## config.mk

```make
export PLATFORM = sky130hd
export DESIGN_NAME = adder_tree_sr
export DESIGN_NICKNAME = d
export VERILOG_FILES = /design/src/rtl/adder_tree_sr_pkg.sv /design/src/rtl/adder_tree_sr_round_sat.sv /design/src/rtl/adder_tree_sr.sv
export SDC_FILE = /design/constraint.sdc
export NUM_CORES = 1
export LEC_CHECK = 0
export ABC_AREA = 1
export CAP_MARGIN = 20
export CELL_PAD_IN_SITES_DETAIL_PLACEMENT = 1
export CELL_PAD_IN_SITES_GLOBAL_PLACEMENT = 2
export CORE_ASPECT_RATIO = 0.9
export CORE_UTILIZATION = 36
export CTS_CLUSTER_SIZE = 16
export DETAILED_ROUTE_END_ITERATION = 12
export GPL_ROUTABILITY_DRIVEN = 0
export PLACE_DENSITY = 0.94
export SLEW_MARGIN = 20
export SYNTH_ARGS = -nofsm -noshare
export SYNTH_HDL_FRONTEND = slang
export SYNTH_SLANG_ARGS = --single-unit
```

## constraint.sdc

```tcl
create_clock -name clk -period 11.12 [get_ports clk]
set_input_delay 1.668 -clock clk [delete_from_list [all_inputs] [get_ports clk]]
set_output_delay 1.668 -clock clk [all_outputs]
set_load 0.03 [all_outputs]
```

## src/rtl/adder_tree_sr_pkg.sv

```systemverilog
// Shared helpers for the adder_tree_sr block: width derivation and saturation limits.
package adder_tree_sr_pkg;

   // Largest input count the tree is sized for.
   localparam int unsigned MaxInputs = 32;

   // Ceiling log2 for elaboration-time width derivation.
   function automatic int unsigned clog2(input int unsigned v);
      int unsigned r;
      int unsigned p;
      r = 0;
      p = 1;
      while (p < v) begin
         p = p << 1;
         r++;
      end
      return r;
   endfunction

   // Full-precision sum width: one growth bit per tree level.
   function automatic int unsigned sum_width(input int unsigned in_w, input int unsigned n_in);
      return in_w + clog2(n_in);
   endfunction

   // Output width of tree level lvl (0-based): operands of in_w+lvl bits plus a carry bit.
   function automatic int unsigned lvl_width(input int unsigned in_w, input int unsigned lvl);
      return in_w + lvl + 1;
   endfunction

   function automatic longint sat_max(input int unsigned out_w);
      return (longint'(1) << (out_w - 1)) - 1;
   endfunction

   function automatic longint sat_min(input int unsigned out_w);
      return -(longint'(1) << (out_w - 1));
   endfunction

endpackage

```

## src/rtl/adder_tree_sr_round_sat.sv

```systemverilog
// Combinational round-half-up / arithmetic shift / saturate of the full-precision sum.
module round_sat
   import adder_tree_sr_pkg::*;
#(
   parameter int unsigned SUM_W = 17,
   parameter int unsigned SHIFT = 3,
   parameter int unsigned OUT_W = 12
) (
   input  logic signed [SUM_W-1:0] sum_i,
   input  logic                    rnd_i,
   output logic [OUT_W-1:0]        val_o,
   output logic                    sat_o
);

   // One extra bit so that adding the rounding constant cannot wrap.
   localparam int unsigned ExtW = SUM_W + 1;
   // Half an output LSB; zero when SHIFT is 0, so rounding degenerates to a pass-through.
   localparam logic signed [ExtW-1:0] Half = ExtW'((longint'(1) << SHIFT) >> 1);

   logic signed [ExtW-1:0] ext;
   logic signed [ExtW-1:0] shifted;
   logic signed [63:0]     res;

   // Round, shift and clamp to the signed OUT_W range.
   always_comb begin
      ext = {sum_i[SUM_W-1], sum_i};
      if (rnd_i) begin
         ext = ext + Half;
      end
      shifted = ext >>> SHIFT;
      res     = 64'(shifted);
      sat_o   = 1'b0;
      val_o   = res[OUT_W-1:0];
      if (res > sat_max(OUT_W)) begin
         val_o = OUT_W'(sat_max(OUT_W));
         sat_o = 1'b1;
      end else if (res < sat_min(OUT_W)) begin
         val_o = OUT_W'(sat_min(OUT_W));
         sat_o = 1'b1;
      end
   end

endmodule

```

## src/rtl/adder_tree_sr.sv

```systemverilog
// Pipelined signed adder tree with round/shift/saturate output stage and sticky saturation flag.
module adder_tree_sr
   import adder_tree_sr_pkg::*;
#(
   parameter int unsigned N_IN  = 8,
   parameter int unsigned IN_W  = 14,
   parameter int unsigned OUT_W = 12,
   parameter int unsigned SHIFT = 3
) (
   input  logic                 clk,
   input  logic                 rst,
   input  logic                 in_valid,
   input  logic [N_IN*IN_W-1:0] din,
   input  logic                 rnd_en,
   input  logic                 clr_sat,
   output logic                 out_valid,
   output logic [OUT_W-1:0]     dout,
   output logic                 sat,
   output logic                 sat_sticky
);

   localparam int unsigned L    = clog2(N_IN);
   localparam int unsigned SumW = sum_width(IN_W, N_IN);

   if ((N_IN < 2) || (N_IN > MaxInputs) || ((1 << L) != N_IN)) begin : g_bad_n_in
      $fatal(1, "adder_tree_sr: N_IN must be a power of two in 2..32");
   end
   if (SHIFT >= SumW) begin : g_bad_shift
      $fatal(1, "adder_tree_sr: SHIFT must be below SUM_W");
   end

   logic [L-1:0] vld_q;
   logic [L-1:0] rnd_q;

   // Valid and rounding mode ride alongside the tree levels.
   always_ff @(posedge clk or posedge rst) begin
      if (rst) begin
         vld_q <= '0;
         rnd_q <= '0;
      end else begin
         vld_q <= (vld_q << 1) | L'(in_valid);
         rnd_q <= (rnd_q << 1) | L'(rnd_en);
      end
   end

   for (genvar j = 0; j < L; j++) begin : g_lvl
      localparam int unsigned NOut = N_IN >> (j + 1);
      localparam int unsigned WOut = lvl_width(IN_W, j);
      for (genvar k = 0; k < NOut; k++) begin : g_node
         logic signed [WOut-2:0] a;
         logic signed [WOut-2:0] b;
         logic signed [WOut-1:0] sum_q;
         if (j == 0) begin : g_src_in
            assign a = din[(2*k)*IN_W +: IN_W];
            assign b = din[(2*k+1)*IN_W +: IN_W];
         end else begin : g_src_lvl
            assign a = g_lvl[j-1].g_node[2*k].sum_q;
            assign b = g_lvl[j-1].g_node[2*k+1].sum_q;
         end
         // Sign-extended pairwise add; data loads every cycle, validity is tracked separately.
         always_ff @(posedge clk or posedge rst) begin
            if (rst) begin
               sum_q <= '0;
            end else begin
               sum_q <= WOut'(a) + WOut'(b);
            end
         end
      end
   end

   logic signed [SumW-1:0] tree_sum;
   logic [OUT_W-1:0]       rs_val;
   logic                   rs_sat;

   assign tree_sum = g_lvl[L-1].g_node[0].sum_q;

   round_sat #(
      .SUM_W(SumW),
      .SHIFT(SHIFT),
      .OUT_W(OUT_W)
   ) u_round_sat (
      .sum_i(tree_sum),
      .rnd_i(rnd_q[L-1]),
      .val_o(rs_val),
      .sat_o(rs_sat)
   );

   logic             out_valid_q;
   logic [OUT_W-1:0] dout_q;
   logic             sat_q;
   logic             sat_sticky_q;
   logic             sat_sticky_d;

   // The sticky flag sets on the same edge the saturated beat is presented, so it is
   // already high while out_valid && sat are visible; a coincident clear loses.
   always_comb begin
      sat_sticky_d = (vld_q[L-1] & rs_sat) | (sat_sticky_q & ~clr_sat);
   end

   // Output stage: dout/sat update only with valid beats and hold otherwise.
   always_ff @(posedge clk or posedge rst) begin
      if (rst) begin
         out_valid_q  <= 1'b0;
         dout_q       <= '0;
         sat_q        <= 1'b0;
         sat_sticky_q <= 1'b0;
      end else begin
         out_valid_q  <= vld_q[L-1];
         sat_sticky_q <= sat_sticky_d;
         if (vld_q[L-1]) begin
            dout_q <= rs_val;
            sat_q  <= rs_sat;
         end
      end
   end

   assign out_valid  = out_valid_q;
   assign dout       = dout_q;
   assign sat        = sat_q;
   assign sat_sticky = sat_sticky_q;

endmodule

```

# Word-level counts from Yosys, hierarchy flattened
# Cells that the tools add are included.
totals:
  regBits: 130
  out_inout_bits: 15
  in_bits: 117
  elab_cells: 34
classes:
  n_addsub: 8
  muxes: 5
  bitwise: 6
  n_lt_le_gt_ge: 2
ops:
  columns: ["op", "count"]
  rows:
  - ["$add A14 B14 Y15", 4]
  - ["$add A15 B15 Y16", 2]
  - ["$mux W12", 2]
  - ["$add A17 B4 Y18 const B", 1]
  - ["$mux W18", 1]
  - ["$add A16 B16 Y17", 1]
  - ["$gt A15 B12 Y1 const B", 1]
  - ["$lt A15 B12 Y1 const B", 1]
  - ["$or A3 B1 Y3", 2]
  - ["$and A1 B1 Y1", 2]
  - ["$mux W1", 2]
  - ["$not A1 Y1", 1]
  - ["$or A1 B1 Y1", 1]

# Logic depth before layout (Yosys ltp)
depth:
  word_depth: 7
  ltp_mapped: 13
  depth_no_buf: 12

# Modules after synthesis
# Synthesis repeated with hierarchy kept, for this count alone.
hier_totals:
  hier_cells: 1404
  hier_area_um2: 9947.0
modules_own_cells:
  columns: ["mod", "cells_each", "area_per_inst_um2", "n_inst", "seq_area_each_um2"]
  rows:
  - ["adder_tree_sr", 1306, 9434.0, 1, 3253.1]
  - ["round_sat", 98, 513.0, 1, 0.0]

# Worst setup path after synthesis
# OpenSTA, ideal clock, no wires.
synth_path:
  path_type: "in2reg"
  start: "input din[28]"
  end: "register g_lvl[0].g_node[1].sum_q[10]"
  arrival_ns: 2.981
  path_stages: 9
  path_slack_ns: 8.014
  path_cell_list: "ha_1 > inv_1 > fa_1 > nand3b_1 > nand2_1 > a21boi_1 > o21ai_1 > a21oi_1 > xnor2_1"
synth_between:
  elab_chain_len: 1
synth_lines:
  columns: ["element", "line_no", "text"]
  rows:
  - ["start: declaration", "adder_tree_sr.sv:13", "input logic [N_IN*IN_W-1:0] din,"]
  - ["$add A14 B14 Y15", "adder_tree_sr.sv:65", "sum_q <= WOut'(a) + WOut'(b);"]
  - ["end signal: assignment", "adder_tree_sr.sv:65", null]
  - ["end: declaration", "adder_tree_sr.sv:52", "logic signed [WOut-1:0] sum_q;"]
# No other way between the ends.
# A chain may end at the register's enable or synchronous reset.

# Worst setup path in the final report
# Same ends and word-level chain as after synthesis.

==> results.md <==
- Crit path launch type: input pin
- I/O Buffers: 131
- Pwr Density: 231.4 nW/um^2
- Max IR drop VDD: 0.1444 mV
- Core ar.: 22510 um^2
- Layout Area Growth over Synthesis: 27.21%
- Largest net degree at the start of global routing: 68
- Crit. End Element: register
- CTS buffer count: 17
- First-pass GRT wire length: 34120 um
- Synth area leaders: dfrtp_1 (39%), ha_1 (15%), nand2_1 (9.8%)
- Actual slew at the worst max-slew pin: 807.6 ps
- Setup Fix Bufs, Post-CTS: 0
- Flop pwr share: 29.5%
- Cells along the critical path: clkdlybuf4s50_1 > ha_1 > inv_1 > fa_1 > nand3b_1 > nand2_1 > a21boi_1 > o21ai_1 > a21oi_1 > xnor2_1
- Final Hold Vio Count: 0
- CTS tree: yes
- Top delay family on crit path: adder cells
- CTS HTree Levels: 4
- Final min period: 3402 ps
- Yosys reg bits: around 130
- Avg WL per Cell: 14.15 um
- Total Routed Length: 19840 um
- Via count: 6701
- Clk pwr share: between 20% and 30%
- Result of the run: complete, no violations
- Ratio of final minimum period to clock period: between 30% and 40%
- Ant diodes: 0
- Nets: between 1000 and 1500
- Num rows: 52
- Boundary Pins: about 130
- CTS resizes: 0
- CTS max path bufs: 2
- Crit Path Max Fanout: 3
- Slowest CP cell: clkdlybuf4s50_1
- TNS Setup: 0 ps
- Syn_area_per_cell: 8.762 um^2
- Worst EP required: 11430 ps
- Syn nets: 1170
- Comb power frac: 47.4%
- Post-synth top flop: dfrtp_1
- Sw Pwr: 0.9678 mW
- RSZ-0062 raised after global routing: false
- Seq/Total Area, Yosys: slightly below 40%
- Worst Clk Skew: about 9.9 ps
- Die height: 145.9 um
- Share of cells above drive strength 1: 5.611%
- Post-route ant nets: 0
- Starting Density: 36.78%
- Most frequent cell after synthesis: nand2_1
- Switching Fraction: 39.71%
- Final HPWL from detailed placement: 16360 um
- Async SR Flop Fraction: 100.0%
- DIE WIDTH: 161.9 um
- Antenna violations before repair: 0
- Worst Hold Class: reg -> reg
- Clk_lat worst skew: 420 ps
- Max Fclk: 294.0 MHz
- Max transition margin: 46.16%
- Drt first pass iters: 5
- Fill cells: approximately 2700
- Max stage delay on crit path: 460 ps
- Share of the synthesized area in the top cell type: 38.68%
- DR vias/cell: 4.780
- Total gr overflow: 0
- EDFF count, synth: 0
- Die area: 23610 um^2
- Most common library cells after synthesis: nand2_1 (216), dfrtp_1 (128), ha_1 (102)
- CP Data Arrival Time: around 3700 ps
- Root Driver: clkbuf_16
- Crit path buf inv count: 2
- Mapped Cells: 945
- Clk slew on worst S/H paths: about 60 ps
- Final setup fails: 0
- Synth area leader: dfrtp_1
- Max-Cap Viols: 0
- Vias in the first global route: between 7000 and 8000
- DR DRC count: 0
- DRT iter0 DRCs: 196
- Int Pwr: 1.469 mW
- Cell Area, Synth: approximately 8300 um^2
- R2R Setup Slk: 9100 ps
- Total global-route track usage: a little under a fifth
- Leakage: approximately 5.2 nW
- Clock sink total: 128
- Final Util: a little under half
- Slew Viols, Final: 0
- WS Path Type: in -> reg
- Hold buffers post-CTS: 0
- Distinct cells, synth: 38
- Synth Warn #: 0
registers in the layout, indices dropped and copies added (netlist names):
register	flops
sat_sticky	1
rnd_q	3
vld_q	3
g_lvl.g_node.sum_q	107
dout	12
sat	1
out_valid	1
power groups by stage:
stage	clock network [mW]	registers [mW]	logic, mW
floorplan	0	0.752	0.813
global placement	0	0.721	1.12
detailed placement	0	0.729	1.16
CTS	0.572	0.723	1.17
global route	0.591	0.738	1.31
finish	0.563	0.720	1.15
per-layer routing:
metal	track usage [%]	share of wire, %	up-vias
li1	-	-	3428
met1	22.94	46	3148
met2	31.35	49	107
met3	3.391	3.5	18
met4	4.717	1.1	0
met5	0	0	-
metrics by stage:
step                power, mW  instance area (um^2)  std cells  worst slack [ps]  hold WS, ps
global route            2.641                 10530       1402              7606        354.8
global placement        1.840                  9936       1370              7362        331.4
floorplan               1.565                  8280        945              6039        331.2
finish                  2.437                 10530       1402              7718        345.6
detailed placement      1.889                  9936       1370              7298        336.5
CTS                     2.469                 10530       1402              7732        348.7
area by class of cell:
| type | instances | area, um^2 | area share [%] |
|---|---|---|---|
| Clock buffer | 21 | 460.4 | 4.371 |
| Clock inverter | 11 | 137.6 | 1.307 |
| Inverter | 105 | 397.9 | 3.777 |
| Multi-Input combinational cell | 708 | 4644 | 44.09 |
| Sequential cell | 128 | 3203 | 30.41 |
| Tap cell | 297 | 371.6 | 3.528 |
| Timing Repair Buffer | 132 | 1319 | 12.52 |
worst register-to-register path: stages, from the launching register on:
cell,delay [ps]
dfrtp_1,370
ha_1,360
a21oi_1,160
o21ai_1,120
a21oi_1,350
inv_2,80
a21o_1,190
nand2_1,90
nand2_1,50
nand2_1,60
nand2_1,60
placed cells by master (no fill, tap or decap), types with 7 or more instances in the layout:
cell type	synthesis	layout
inv_1	96	95
inv_2	8	8
a21oi_1	90	90
a21boi_1	7	7
o21ai_1	13	13
xnor2_1	32	32
dfrtp_1	128	128
nand2_2	8	8
ha_1	102	102
clkdlybuf4s50_1	0	131
xor2_1	59	59
nand4_1	9	9
nand2_1	216	216
a21o_1	16	16
nor2_1	37	37
nand3_1	49	49
o21ai_0	22	22
clkbuf_16	0	17
logic make-up (layout without fill, tap and decap cells):
group                      after synthesis  in the layout  synth area share [%]
and+or+nand+nor                        341            341                 17.94
AOI/OAI and AO/OA                      167            167                 11.53
DFF                                    128            128                 38.68
buffers and inverters                  109            269                 5.228
adders and majority gates              108            108                 16.86
xor gates and xnor gates                91             91                 9.625
muxes                                    1              1                0.1360
path summary, 6_finish.rpt:
| check | from | end | depth (start not counted) |
|---|---|---|---|
| max | din[28] | g_lvl[0].g_node[1].sum_q[10] | 10 |
| min | vld_q[0] | vld_q[1] | 0 |
| max reg2reg | g_lvl[0].g_node[0].sum_q[3] | g_lvl[1].g_node[0].sum_q[12] | 10 |
| min reg2reg | vld_q[0] | vld_q[1] | 0 |
| max in group asynchronous | rst | g_lvl[0].g_node[3].sum_q[1] | 3 |
| min in group asynchronous | rst | rnd_q[2] | 2 |
No activity file was read; power rests on OpenSTA's default activity.
